File: src/rtl/seq_rotate_right.sv
`default_nettype none
// ============================================================================
// Module   : seq_rotate_right
// Purpose  : Iterative 16-bit right rotator/shifter. An operand and a 4-bit
//            count are accepted through a start/ready handshake. The 1-, 2-,
//            4- and 8-position stages are applied on four successive cycles
//            through one mux stage per cycle. The registered result is then
//            presented under a valid/ready handshake.
//            Rotate-left is handled as a rotate-right by the negated count.
// Revision : 1.0 - initial release
// ----------------------------------------------------------------------------
// Ports
//   clk        in   1   rising-edge clock
//   rst_n      in   1   asynchronous active-low reset
//   start      in   1   request, accepted when start & in_ready at a clk edge
//   In         in  16   operand, sampled on accept
//   Cnt        in   4   shift/rotate amount 0..15, sampled on accept
//   Op         in   2   00 ROR, 01 SRL, 10 SRA, 11 ROL
//   in_ready   out  1   high only while idle
//   busy       out  1   high while shifting or holding a result
//   Out        out 16   result register
//   out_valid  out  1   result available
//   out_ready  in   1   consumer accepts the result
// ============================================================================
module seq_rotate_right (
  input  logic        clk,
  input  logic        rst_n,
  input  logic        start,
  input  logic [15:0] In,
  input  logic [3:0]  Cnt,
  input  logic [1:0]  Op,
  output logic        in_ready,
  output logic        busy,
  output logic [15:0] Out,
  output logic        out_valid,
  input  logic        out_ready
);

  // Operation encodings
  localparam logic [1:0] OP_ROR = 2'b00;
  localparam logic [1:0] OP_SRL = 2'b01;
  localparam logic [1:0] OP_SRA = 2'b10;
  localparam logic [1:0] OP_ROL = 2'b11;

  localparam logic [1:0] LAST_STAGE = 2'd3;

  typedef enum logic [1:0] {
    S_IDLE  = 2'd0,
    S_SHIFT = 2'd1,
    S_DONE  = 2'd2
  } state_t;

  state_t      state_q,  state_d;
  logic [15:0] work_q,   work_d;
  logic [3:0]  amt_q,    amt_d;
  logic [1:0]  op_q,     op_d;
  logic [1:0]  stage_q,  stage_d;
  logic [15:0] result_q, result_d;

  // --------------------------------------------------------------------------
  // Single-stage datapath: the shift distance is selected by stage_q, so each
  // cycle only ever needs one 4:1 mux level per bit plus the fill select.
  // --------------------------------------------------------------------------
  logic        sign_bit;
  logic [15:0] sh_rot;    // right rotate by 2^stage
  logic [15:0] sh_log;    // logical right shift by 2^stage
  logic [15:0] sh_ari;    // arithmetic right shift by 2^stage
  logic [15:0] sh_sel;    // candidate chosen by op
  logic        stage_en;  // this stage's bit of the amount
  logic [15:0] stage_out; // work value after this stage

  assign sign_bit = work_q[15];

  always_comb begin
    sh_rot = work_q;
    sh_log = work_q;
    sh_ari = work_q;
    case (stage_q)
      2'd0: begin
        sh_rot = {work_q[0],     work_q[15:1]};
        sh_log = {1'b0,          work_q[15:1]};
        sh_ari = {sign_bit,      work_q[15:1]};
      end
      2'd1: begin
        sh_rot = {work_q[1:0],   work_q[15:2]};
        sh_log = {2'b00,         work_q[15:2]};
        sh_ari = {{2{sign_bit}}, work_q[15:2]};
      end
      2'd2: begin
        sh_rot = {work_q[3:0],   work_q[15:4]};
        sh_log = {4'h0,          work_q[15:4]};
        sh_ari = {{4{sign_bit}}, work_q[15:4]};
      end
      default: begin
        sh_rot = {work_q[7:0],   work_q[15:8]};
        sh_log = {8'h00,         work_q[15:8]};
        sh_ari = {{8{sign_bit}}, work_q[15:8]};
      end
    endcase
  end

  always_comb begin
    sh_sel = sh_rot;
    case (op_q)
      OP_ROR:  sh_sel = sh_rot;
      OP_SRL:  sh_sel = sh_log;
      OP_SRA:  sh_sel = sh_ari;
      OP_ROL:  sh_sel = sh_rot;
      default: sh_sel = sh_rot;
    endcase
  end

  assign stage_en  = amt_q[stage_q];
  assign stage_out = stage_en ? sh_sel : work_q;

  // --------------------------------------------------------------------------
  // Next-state / datapath control
  // --------------------------------------------------------------------------
  always_comb begin
    state_d  = state_q;
    work_d   = work_q;
    amt_d    = amt_q;
    op_d     = op_q;
    stage_d  = stage_q;
    result_d = result_q;

    case (state_q)
      S_IDLE: begin
        if (start) begin
          work_d  = In;
          op_d    = Op;
          stage_d = 2'd0;
          // ROL by n is ROR by (16 - n) mod 16; n = 0 stays 0.
          amt_d   = (Op == OP_ROL) ? (4'd0 - Cnt) : Cnt;
          state_d = S_SHIFT;
        end
      end

      S_SHIFT: begin
        work_d  = stage_out;
        stage_d = stage_q + 2'd1;
        if (stage_q == LAST_STAGE) begin
          result_d = stage_out;
          state_d  = S_DONE;
        end
      end

      S_DONE: begin
        if (out_ready) begin
          state_d = S_IDLE;
        end
      end

      default: begin
        state_d = S_IDLE;
      end
    endcase
  end

  // --------------------------------------------------------------------------
  // State registers
  // --------------------------------------------------------------------------
  always_ff @(posedge clk or negedge rst_n) begin
    if (!rst_n) begin
      state_q  <= S_IDLE;
      work_q   <= 16'h0000;
      amt_q    <= 4'h0;
      op_q     <= 2'b00;
      stage_q  <= 2'd0;
      result_q <= 16'h0000;
    end else begin
      state_q  <= state_d;
      work_q   <= work_d;
      amt_q    <= amt_d;
      op_q     <= op_d;
      stage_q  <= stage_d;
      result_q <= result_d;
    end
  end

  // --------------------------------------------------------------------------
  // Outputs: all decoded from registered state, none from out_ready.
  // --------------------------------------------------------------------------
  assign in_ready  = (state_q == S_IDLE);
  assign busy      = (state_q == S_SHIFT) || (state_q == S_DONE);
  assign out_valid = (state_q == S_DONE);
  assign Out       = result_q;

endmodule
`default_nettype wire

File: config.mk
export PLATFORM = sky130hd
export DESIGN_NAME = seq_rotate_right
export DESIGN_NICKNAME = d
export VERILOG_FILES = /design/src/rtl/seq_rotate_right.sv
export SDC_FILE = /design/constraint.sdc
export NUM_CORES = 1
export LEC_CHECK = 0
export CORE_UTILIZATION = 50
export CTS_BUF_LIST = sky130_fd_sc_hd__clkbuf_8
export DETAILED_ROUTE_END_ITERATION = 6
export PLACE_DENSITY_LB_ADDON = 0.1
export RECOVER_POWER = 50
export SYNTH_ARGS = -nofsm -noshare
export SYNTH_HDL_FRONTEND = slang
export SYNTH_SLANG_ARGS = --single-unit
File: constraint.sdc
create_clock -name clk -period 4.4 [get_ports clk]
set_input_delay 0.66 -clock clk [delete_from_list [all_inputs] [get_ports clk]]
set_output_delay 0.66 -clock clk [all_outputs]
set_load 0.01 [all_outputs]
## After elaboration in Yosys (flattened, before gate mapping)

Index checks and enable logic that the tools add are counted.

- Register bits: 42
- Input bits: 26
- Word-level logic and storage cells: 47

- Add/sub/neg operators: 2
- Magnitude comparators: 1
- Eq/ne operators: 12
- Muxes and demuxes: 16
- Reduce and logical (&&, ||, !) cells: 10

Operator list:

| kind | number |
|---|---|
| $pmux W16 S3 | 2 |
| $pmux W15 S3 | 1 |
| $pmux W14 S3 | 1 |
| $mux W16 | 2 |
| $pmux W16 S2 | 1 |
| $eq A2 B2 Y1 const B | 6 |
| $mux W2 | 4 |
| $eq A2 B1 Y1 const B | 3 |
| $logic_not A2 Y1 | 3 |
| $pmux W2 S3 | 1 |
| $reduce_and A2 Y1 | 3 |
| $mux W4 | 1 |
| $ne A2 B2 Y1 const B | 2 |
| $pmux W2 S2 | 1 |
| $sub A1 B4 Y4 const A | 1 |
| $lt A2 B3 Y1 const B | 1 |
| $reduce_and A3 Y1 | 1 |
| $add A2 B1 Y2 const B | 1 |
| $bmux W1 S2 | 1 |
| $ne A2 B1 Y1 const B | 1 |
| $reduce_bool A2 Y1 | 1 |
| $reduce_or A2 Y1 | 1 |
| $logic_or A1 B1 Y1 | 1 |
| $mux W1 | 1 |

## Longest topological paths before layout

- Word-level depth: 5
- Gate-level depth with buffers: 8
- Mapped depth without buffers: 6

## Worst setup path after synthesis

No wires, ideal clock.

- Path type: flip-flop to flip-flop
- Start: reg state_q[0]
- End: reg work_q[3]
- Arrival time: 1,666 ps
- Data required time: 4,267 ps
- Setup slack: 2,601 ps
- Cell stages (with the launch flop): 8
- Period minus slack after synthesis: 1,799 ps
- Path through: dfrtp_1 inv_1 ha_1 mux2_2 clkbuf_1 and3_1 a21oi_1 o21ai_0

- Cells in the longest elaborated chain, start to end: 3

Ends and longest elaborated chain:

| element | RTL line | RTL |
|---|---|---|
| start, declared | 53 | `state_t state_q, state_d;` |
| start signal, assigned | 172 | `state_q <= state_d;` |
| $logic_not A2 Y1 * | - |  |
| net in_ready | 32 | `output logic in_ready,` |
| $ne A2 B2 Y1 (no line) or $reduce_bool A2 Y1 (tied branches) | - |  |
| $reduce_and A2 Y1 (no line) | - |  |
| end signal, assigned | 173 | `work_q <= work_d;` |
| end, declared | 54 | `logic [15:0] work_q, work_d;` |

The timed path passes the listed nets; every way through them passes the cells marked *.
A chain may end at the register's enable or synchronous reset.

## Final worst setup path

- Start: reg op_q[0]
- End: reg result_q[9], in the netlist Out[9]

- Cells in the longest elaborated chain, start to end: 4

Ends and longest elaborated chain:

| element | RTL line | RTL |
|---|---|---|
| start, declared | 56 | `logic [1:0] op_q, op_d;` |
| start signal, assigned | 175 | `op_q <= op_d;` |
| $eq A2 B2 Y1 or $logic_not A2 Y1 (tied branches) | 104 | `case (op_q)` |
| $reduce_or A2 Y1 (no line) | - |  |
| $pmux W16 S3 * | 104 |  |
| $mux W16 * | 114 | `assign stage_out = stage_en ? sh_sel : work_q;` |
| end signal, assigned | 177 | `result_q <= result_d;` |
| end, declared | 58 | `logic [15:0] result_q, result_d;` |

Mark *: on every way between the ends. The rest lies on a longest branch, timed or not.

==> flow_metrics.tcl <==
set metrics [dict create \
    hold_buffers 0 \
    startpoint_type "flop" \
    failed_checks "max-capacitance violations, max-slew violations" \
    diodes 0 \
    ys_seq_elements 42 \
    track_usage_pct 24.7 \
    core-area_um2 4880 \
    cts_tree "yes" \
    yosysUniqueCellTypes 41 \
    yosys_most_used_dff "dfrtp_1" \
    ys_seq_area_share_pct 40.2 \
    critPathKind "reg2reg" \
    outcome "finished, violations left" \
    tightestPinTransition_ps 2190 \
    synth_area_leaders "dfrtp_1, a21oi_1, o21ai_0, mux2i_1, a22oi_1" \
    max-cap-violations 1 \
    fin_setup_tns_ps 0 \
    dp_hpwl_um 4610 \
    crit_path_max_fanout 11 \
    drtIter0Drc 231 \
    clock_path_buffers 2 \
    synth.most_common_cell "dfrtp_1" \
    synth.cells.most_frequent "dfrtp_1, a21oi_1, nand2_1, o21ai_0, inv_1" \
    die_y_um 74.3 \
    routed_wl_um 6460 \
    post_drt_wl_per_cell_um 16.3 \
    drc 0 \
    power.leakage_nw 1.34 \
    hold_viol 0 \
    fin_skew_ps 4.00 \
    cts_resized 0 \
    vias_per_cell 6.20 \
    yosys_warnings 0 \
    ir_drop_uv 350 \
    grt_max_degree 43 \
    via_count 2457 \
    antenna_found_initial 0 \
    timing.fmax_ghz 0.401 \
    grt_pass1_vias 2153 \
    rsz0062_at_grt "false" \
    setup_viol 0 \
    worstSkewPairLatency_ps 290 \
    finalCritPeriodShare_pct 56.7 \
    antenna_left 0 \
    grt_overflow 0 \
    root_buffer "clkbuf_8" \
    synth_top_area_cell "dfrtp_1" \
    timing.max_slew.rel_slack_pct -46.3 \
    grt_pass1_wl_um 10300 \
    dr.pass1.iters 5 \
    syn_inst 296 \
    async_reset_ff_share_pct 100 \
    synth.top_cell.area_share_pct 40.2 \
    area_growth_pct 19.3 \
    min_period_ps 2490 \
    drive_gt1_share_pct 3.65 \
    required_ps 4530 \
    min_path_type "reg2reg" \
    initial_core_util_pct 53.6 \
    timing.final.max_slew_violations 43 \
    layout.nets 365 \
    hold_ws_ps 489 \
    cp-end-kind "flop" \
    synth.cell_area_um2 2620 \
    synth_area_per_cell_um2 8.84 \
    critPathArrivalTime_ps 2630 \
    gp_congestion 0.879 \
    io_pins 45 \
    cts.sinks 42 \
    syn_nets 332 \
    portBuffers 44 \
    synth_edf_count 0 \
    cts_buffers 5 \
    power.density_nw_per_um2 735 \
    h-tree-depth 2 \
    die-area_um2 5530 \
    filler_cell_count 432 \
    dpl.cell_count 389 \
    row_count 25 \
    fin_cells 396 \
    fp.dieW_um 74.3 \
    clk_pin_slew_worst_paths_ps 70 \
    postCtsSetupBuffers 0 \
]
## layer usage
metal	vias to the layer above	routed length [um]	GRT usage (%)
met1	1171	2930	33.8
li1	1160	-	-
met2	112	2950	39.3
met5	-	0	0
met4	0	114	9.85
met3	14	466	4.20
## critical path, stage by stage, from the launching register on
cell and delay, ps:
dfrtp_1 370, inv_1 50, ha_1 350, nor3_1 950, a21oi_1 270, o2111ai_1 220, a31oi_1 130
## per-stage QoR
stage	setup slack, ps	power (mW)	cell area (um2)	utilization (%)
final	1910	2.29	3120	63.9
after global routing	1610	2.48	3120	63.9
after CTS	2000	2.29	3120	64.0
after detailed placement	2020	2.06	3050	62.4
after global placement	2110	2.03	3050	62.4
after floorplan	2600	1.69	2620	-
## worst paths after layout
kind / from / end / slack, ps / depth (start not counted)
max in group asynchronous: rst_n / stage_q[0] / 2130 / 1
max: op_q[0] / Out[9] / 1910 / 6
min in group asynchronous: rst_n / state_q[0] / 1000 / 1
min: Out[7] / Out[7] / 490 / 2
max reg2reg: op_q[0] / Out[9] / 1910 / 6
min reg2reg: Out[7] / Out[7] / 490 / 2
## report_power, final
group / internal [mW] / leakage [nW] / switching (mW)
clock network: 0.105 / 0.0466 / 0.123
logic: 0.573 / 0.759 / 0.750
registers: 0.546 / 0.534 / 0.197
total: 1.22 / 1.34 / 1.07
## kinds of logic after synthesis
| kind of cell | after synthesis | synth area share (%) |
|---|---|---|
| buf+inv | 40 | 6.89 |
| xor+xnor | 2 | 0.670 |
| compound gates | 122 | 29.2 |
| fa+ha+maj | 10 | 4.78 |
| simple gates | 62 | 10.7 |
| flops | 42 | 40.2 |
| mux | 18 | 7.56 |
## area by class of cell
cell class | count | area, um2 | area share (%)
clock buffers | 5 | 68.8 | 2.21
clock inverters | 2 | 7.51 | 0.241
inverters | 20 | 75.1 | 2.41
multi-input cells | 214 | 1390 | 44.4
flip-flops and latches | 42 | 1050 | 33.7
well taps | 67 | 83.8 | 2.69
repair buffers | 46 | 449 | 14.4
## cells in the final DEF, fill, tap and decap left out, drive strengths merged, types with 6 or more instances in the layout
cell type and count:
a22oi 17, and3 9, dfrtp 42, a221oi 8, clkdlybuf4s50 39, nor2 13
clkbuf 6, mux2i 13, nand2 30, inv 22, a31oi 9, ha 10
o21ai 32, a21oi 35
## state kept, by name (all words and copies together), names as in the netlist
name	cells
stage_q	2
Out	16
state_q	2
work_q	16
amt_q	4
op_q	2
No activity file was read; power rests on OpenSTA's default activity.
==> variant 1 (same flow settings) <==
The 3 states of `state_t` get a one-hot encoding in 3 bits.
--- a/src/rtl/seq_rotate_right.sv
+++ b/src/rtl/seq_rotate_right.sv
@@ -45,8 +45,8 @@
   localparam logic [1:0] LAST_STAGE = 2'd3;
 
-  typedef enum logic [1:0] {
-    S_IDLE  = 2'd0,
-    S_SHIFT = 2'd1,
-    S_DONE  = 2'd2
+  typedef enum logic [2:0] {
+    S_IDLE  = 3'b001,
+    S_SHIFT = 3'b010,
+    S_DONE  = 3'b100
   } state_t;
 
Behaviour: same outputs for any inputs over 10 cycles, from zero or initial values and one cycle with rst_n low; not proved beyond that.
==> variant 1 against the original RTL <==
The flow still finishes with violations (max-capacitance violations, max-slew violations); maximum frequency is 13% lower; first-iteration DRC count is 42% higher; area after synthesis is 0.43% lower; routed wire length is 5.2% higher; cell count is 1.8% lower; sequential power is 4.2% higher; register-to-register slack worse by 150 ps; sequential share of layout area is 0.32 points higher; core utilization is 0.97 points higher; power is 4.3% lower; sequential cell count is 1 higher; design area is 1.5% higher; worst setup slack worse by 360 ps; die area is 0.42% lower; largest power group unchanged.
==> variant 1: results <==
set metrics [dict create \
    pre_cts_ws_ps 1760 \
    cap_violations 1 \
    finalCritPeriodShare_pct 64.9 \
    track_usage_pct 27.3 \
    max_stage_delay_ps 670 \
    status "complete, but fails checks" \
    synth_seq_area_share_pct 41.4 \
    synth_xor_area_share_pct 0.672 \
    clock-skew-final_ps 4.76 \
    synth_fa_ha_area_share_pct 3.36 \
    reg2reg_from "stage_q[1]" \
    synth.avg_cell_area_sq_um 9.01 \
    failed_checks "max-capacitance violations, max-slew violations" \
    ys_types 51 \
    final_nets 354 \
    drt_wl_total_um 6800 \
    p_leak_nw 1.34 \
    drt_iter0_markers 328 \
    synth_area_leaders "dfrtp_1 (40%), a21oi_1 (6.1%), a22oi_1 (5.8%)" \
    cp_max_fo 15 \
    startpoint "state_q[2]" \
    grt_start_max_net_pins 44 \
    synth-compound-area-share_pct 29.3 \
    peakVddDrop_mv 0.345 \
    cp.arrival_ps 2200 \
    cts_setup_buffers 0 \
    dr_total_vias 2431 \
    relSlewSlack_pct -52.0 \
    muxShareOfSynthArea_pct 6.48 \
    gp_congestion 0.930 \
    dp.cells 381 \
    drv_slew 44 \
    first_pass_iters 7 \
    yosys-top-cells-count "dfrtp_1 (42), nand2_1 (39), a21oi_1 (32)" \
    via_per_inst 6.25 \
    ant_nets 0 \
    r2r-end "work_q[14]" \
    crit_path_top_delay_cell "or3b_1" \
    critical_path.endpoint "busy" \
    dp_hpwl_um 4580 \
]
[variant 1: changes by cell type after synthesis, sizes merged, moves of 4 or more]
cell,unedited run,this run
a31oi,9,0
and3,9,0
nand2,30,39
o21ai,32,23
inv,20,14
a222oi,0,4
nor2,13,17
o2111ai,4,0
o22ai,2,6
[variant 1: how the worst min path moves through the flow]
stage	to	slack [ps]	cells after the start
2_1_floorplan	Out[0]	360	0
3_3_place_gp	Out[3]	460	2
3_5_place_dp	Out[7]	470	2
4_1_cts	Out[7]	490	2
5_1_grt	Out[3]	530	2
6_report	Out[7]	490	2
[variant 1: power breakdown]
group | switching (mW) | leakage [nW] | internal (mW) | total [mW]
combinational | 0.587 | 0.720 | 0.472 | 1.06
sequential | 0.224 | 0.552 | 0.550 | 0.774
clock | 0.138 | 0.0695 | 0.225 | 0.362
[variant 1: final cells by class]
class	instances	area [sq um]
multi-input cells	211	1380
flip-flops and latches	43	1080
clock inverters	3	63.8
well taps	67	83.8
repair buffers	45	438
fillers	440	1710
clock buffers	5	68.8
inverters	15	56.3
[variant 1: cells by family after synthesis]
kind of cell | count (synthesis)
simple gates | 72
flops | 43
buf+inv | 35
xor+xnor | 2
mux | 15
fa+ha+maj | 7
compound gates | 115
[variant 1: worst max-delay path, delay by kind of cell, from the launching register on]
kind            cells  cell delay [ps]
buf+inv             1              570
flops               1              460
compound gates      1              200
simple gates        1              670
[variant 1: routing by layer]
metal,wire [um],up-vias,global-route usage (%)
met5,0,-,0
met4,120,0,8.76
met3,574,15,4.88
met2,3240,130,44.1
met1,2860,1158,37.1
li1,-,1128,-
[variant 1: metrics by stage]
stage	util, %	cell area, sq um	hold WS [ps]
after floorplan	-	2610	364
after global routing	64.9	3170	529
after CTS	65.0	3170	494
after global placement	62.3	3040	464
final	64.9	3170	488
after detailed placement	62.3	3040	475
==> variant 2 (same flow settings) <==
Without the edit above. Take the reset off `result_q` and load it in a clocked block of its own.
--- a/src/rtl/seq_rotate_right.sv
+++ b/src/rtl/seq_rotate_right.sv
@@ -168,5 +168,4 @@
       op_q     <= 2'b00;
       stage_q  <= 2'd0;
-      result_q <= 16'h0000;
     end else begin
       state_q  <= state_d;
@@ -175,6 +174,9 @@
       op_q     <= op_d;
       stage_q  <= stage_d;
-      result_q <= result_d;
     end
+  end
+
+  always_ff @(posedge clk) begin
+    result_q <= result_d;
   end
 
Behaviour: differs if rst_n is asserted again (counterexample within 10 cycles, from zero or initial values and one cycle with rst_n low); with rst_n held inactive, the same outputs for 10 cycles.
==> variant 2 against the original RTL <==
Worst setup slack worse by 410 ps; cell count down 5.1%; power up 3.5%; clock power up 6%; design area up 0.92%; synthesized cell count down 7.8%; combinational power up 5%; sequential cell count unchanged; area after synthesis up 0.24%; critical path depth unchanged; routed wire length up 1.2%.
==> variant 2: results <==
set metrics [dict create \
    yosys_warnings 0 \
    clock-skew-final_ps 9.63 \
    dr_total_vias 2282 \
    synth_seq_area_share_pct 43.1 \
    antennaDiodeCount 0 \
    dp.cells 368 \
    startpoint "state_q[1]" \
    whs_ps 508 \
    ctsRootBufferMaster "clkbuf_8" \
    insertion_delay_ps 300 \
    drive_gt1_share_pct 6.47 \
    synth_nets 309 \
    cts_setup_buffers 0 \
    portBuffers 44 \
    p_leak_nw 1.32 \
    cts-resized-gates 0 \
    gp_congestion 0.891 \
    drt_iter0_markers 210 \
    fmax_ghz 0.344 \
    dp_hpwl_um 4660 \
    min-delay-start "amt_q[1]" \
    cts_made_buffers 5 \
    status "completed" \
    yosys-top-cells-count "nand2_1 (36), o21ai_0 (27), dfrtp_1 (26)" \
    synth-main-ff-cell "dfrtp_1" \
    grt_start_max_net_pins 33 \
    syn_inst 273 \
    track_usage_pct 25.6 \
    synth_edf_count 16 \
    ys_types 42 \
    grt_pass1_wl_um 10600 \
    first_pass_iters 4 \
    grt_pass1_vias 2146 \
    cp_max_fo 17 \
    cp.arrival_ps 3110 \
    hold_path.class "reg -> reg" \
    peakVddDrop_mv 0.402 \
    pre_cts_ws_ps 1470 \
    wl_per_cell_um 17.4 \
    tightest_slew_ps 1030 \
    async_flop_share_pct 61.9 \
    via_per_inst 6.07 \
    clk_pin_slew_ps 80 \
    grt_antenna_before_repair 0 \
    final_nets 344 \
    cts.path.max_buffers 2 \
    final_area_sq_um 3150 \
    h-tree-depth 2 \
    synth_area_leaders "dfrtp_1 (25%), edfxtp_1 (18%), nand2_1 (5.2%)" \
]
==> variant 2: final cells by class <==
type / count / area (sq um)
fillers: 449 / 1730
multi-input cells: 190 / 1310
flip-flops and latches: 42 / 1130
repair buffers: 47 / 459
well taps: 67 / 83.8
inverters: 22 / 82.6
clock buffers: 5 / 68.8
clock inverters: 3 / 12.5
==> variant 2: report_power, final <==
group / internal, mW / switching (mW)
combinational: 0.595 / 0.780
clock: 0.107 / 0.134
sequential: 0.576 / 0.181
==> variant 2: cells by family (layout without fill, tap and decap cells) <==
group / Yosys count / in the layout / share of synthesized area, %
multiplexers: 19 / 19 / 9.06
adder cells (fa/ha/maj): 10 / 10 / 4.77
AO/OA/AOI/OAI: 100 / 100 / 25.6
AND/OR/NAND/NOR: 59 / 59 / 9.92
buffers and inverters: 41 / 77 / 6.87
flip-flops: 42 / 42 / 43.1
XOR/XNOR: 2 / 2 / 0.668
==> variant 2: final timing paths <==
path / end / depth (start not counted)
max: work_q[9] / 6
min: amt_q[1] / 2
max reg2reg: work_q[9] / 6
min reg2reg: amt_q[1] / 2
max in group asynchronous: work_q[0] / 2
min in group asynchronous: op_q[0] / 1
==> variant 2: metal layers <==
layer / track usage (%) / part of all wire, % / vias to the layer above
met2: 42.9 / 49 / 98
met5: 0 / 0 / -
met4: 6.71 / 0.95 / 0
li1: - / - / 1088
met3: 4.74 / 6.4 / 6
met1: 34.2 / 44 / 1090
==> variant 2: worst max-delay path, cell delays in order, from the launching register on <==
cell	delay (ps)
dfrtp_1	380
inv_1	110
ha_1	360
clkinv_1	510
nor2_1	940
nand2_1	260
o21ai_0	260
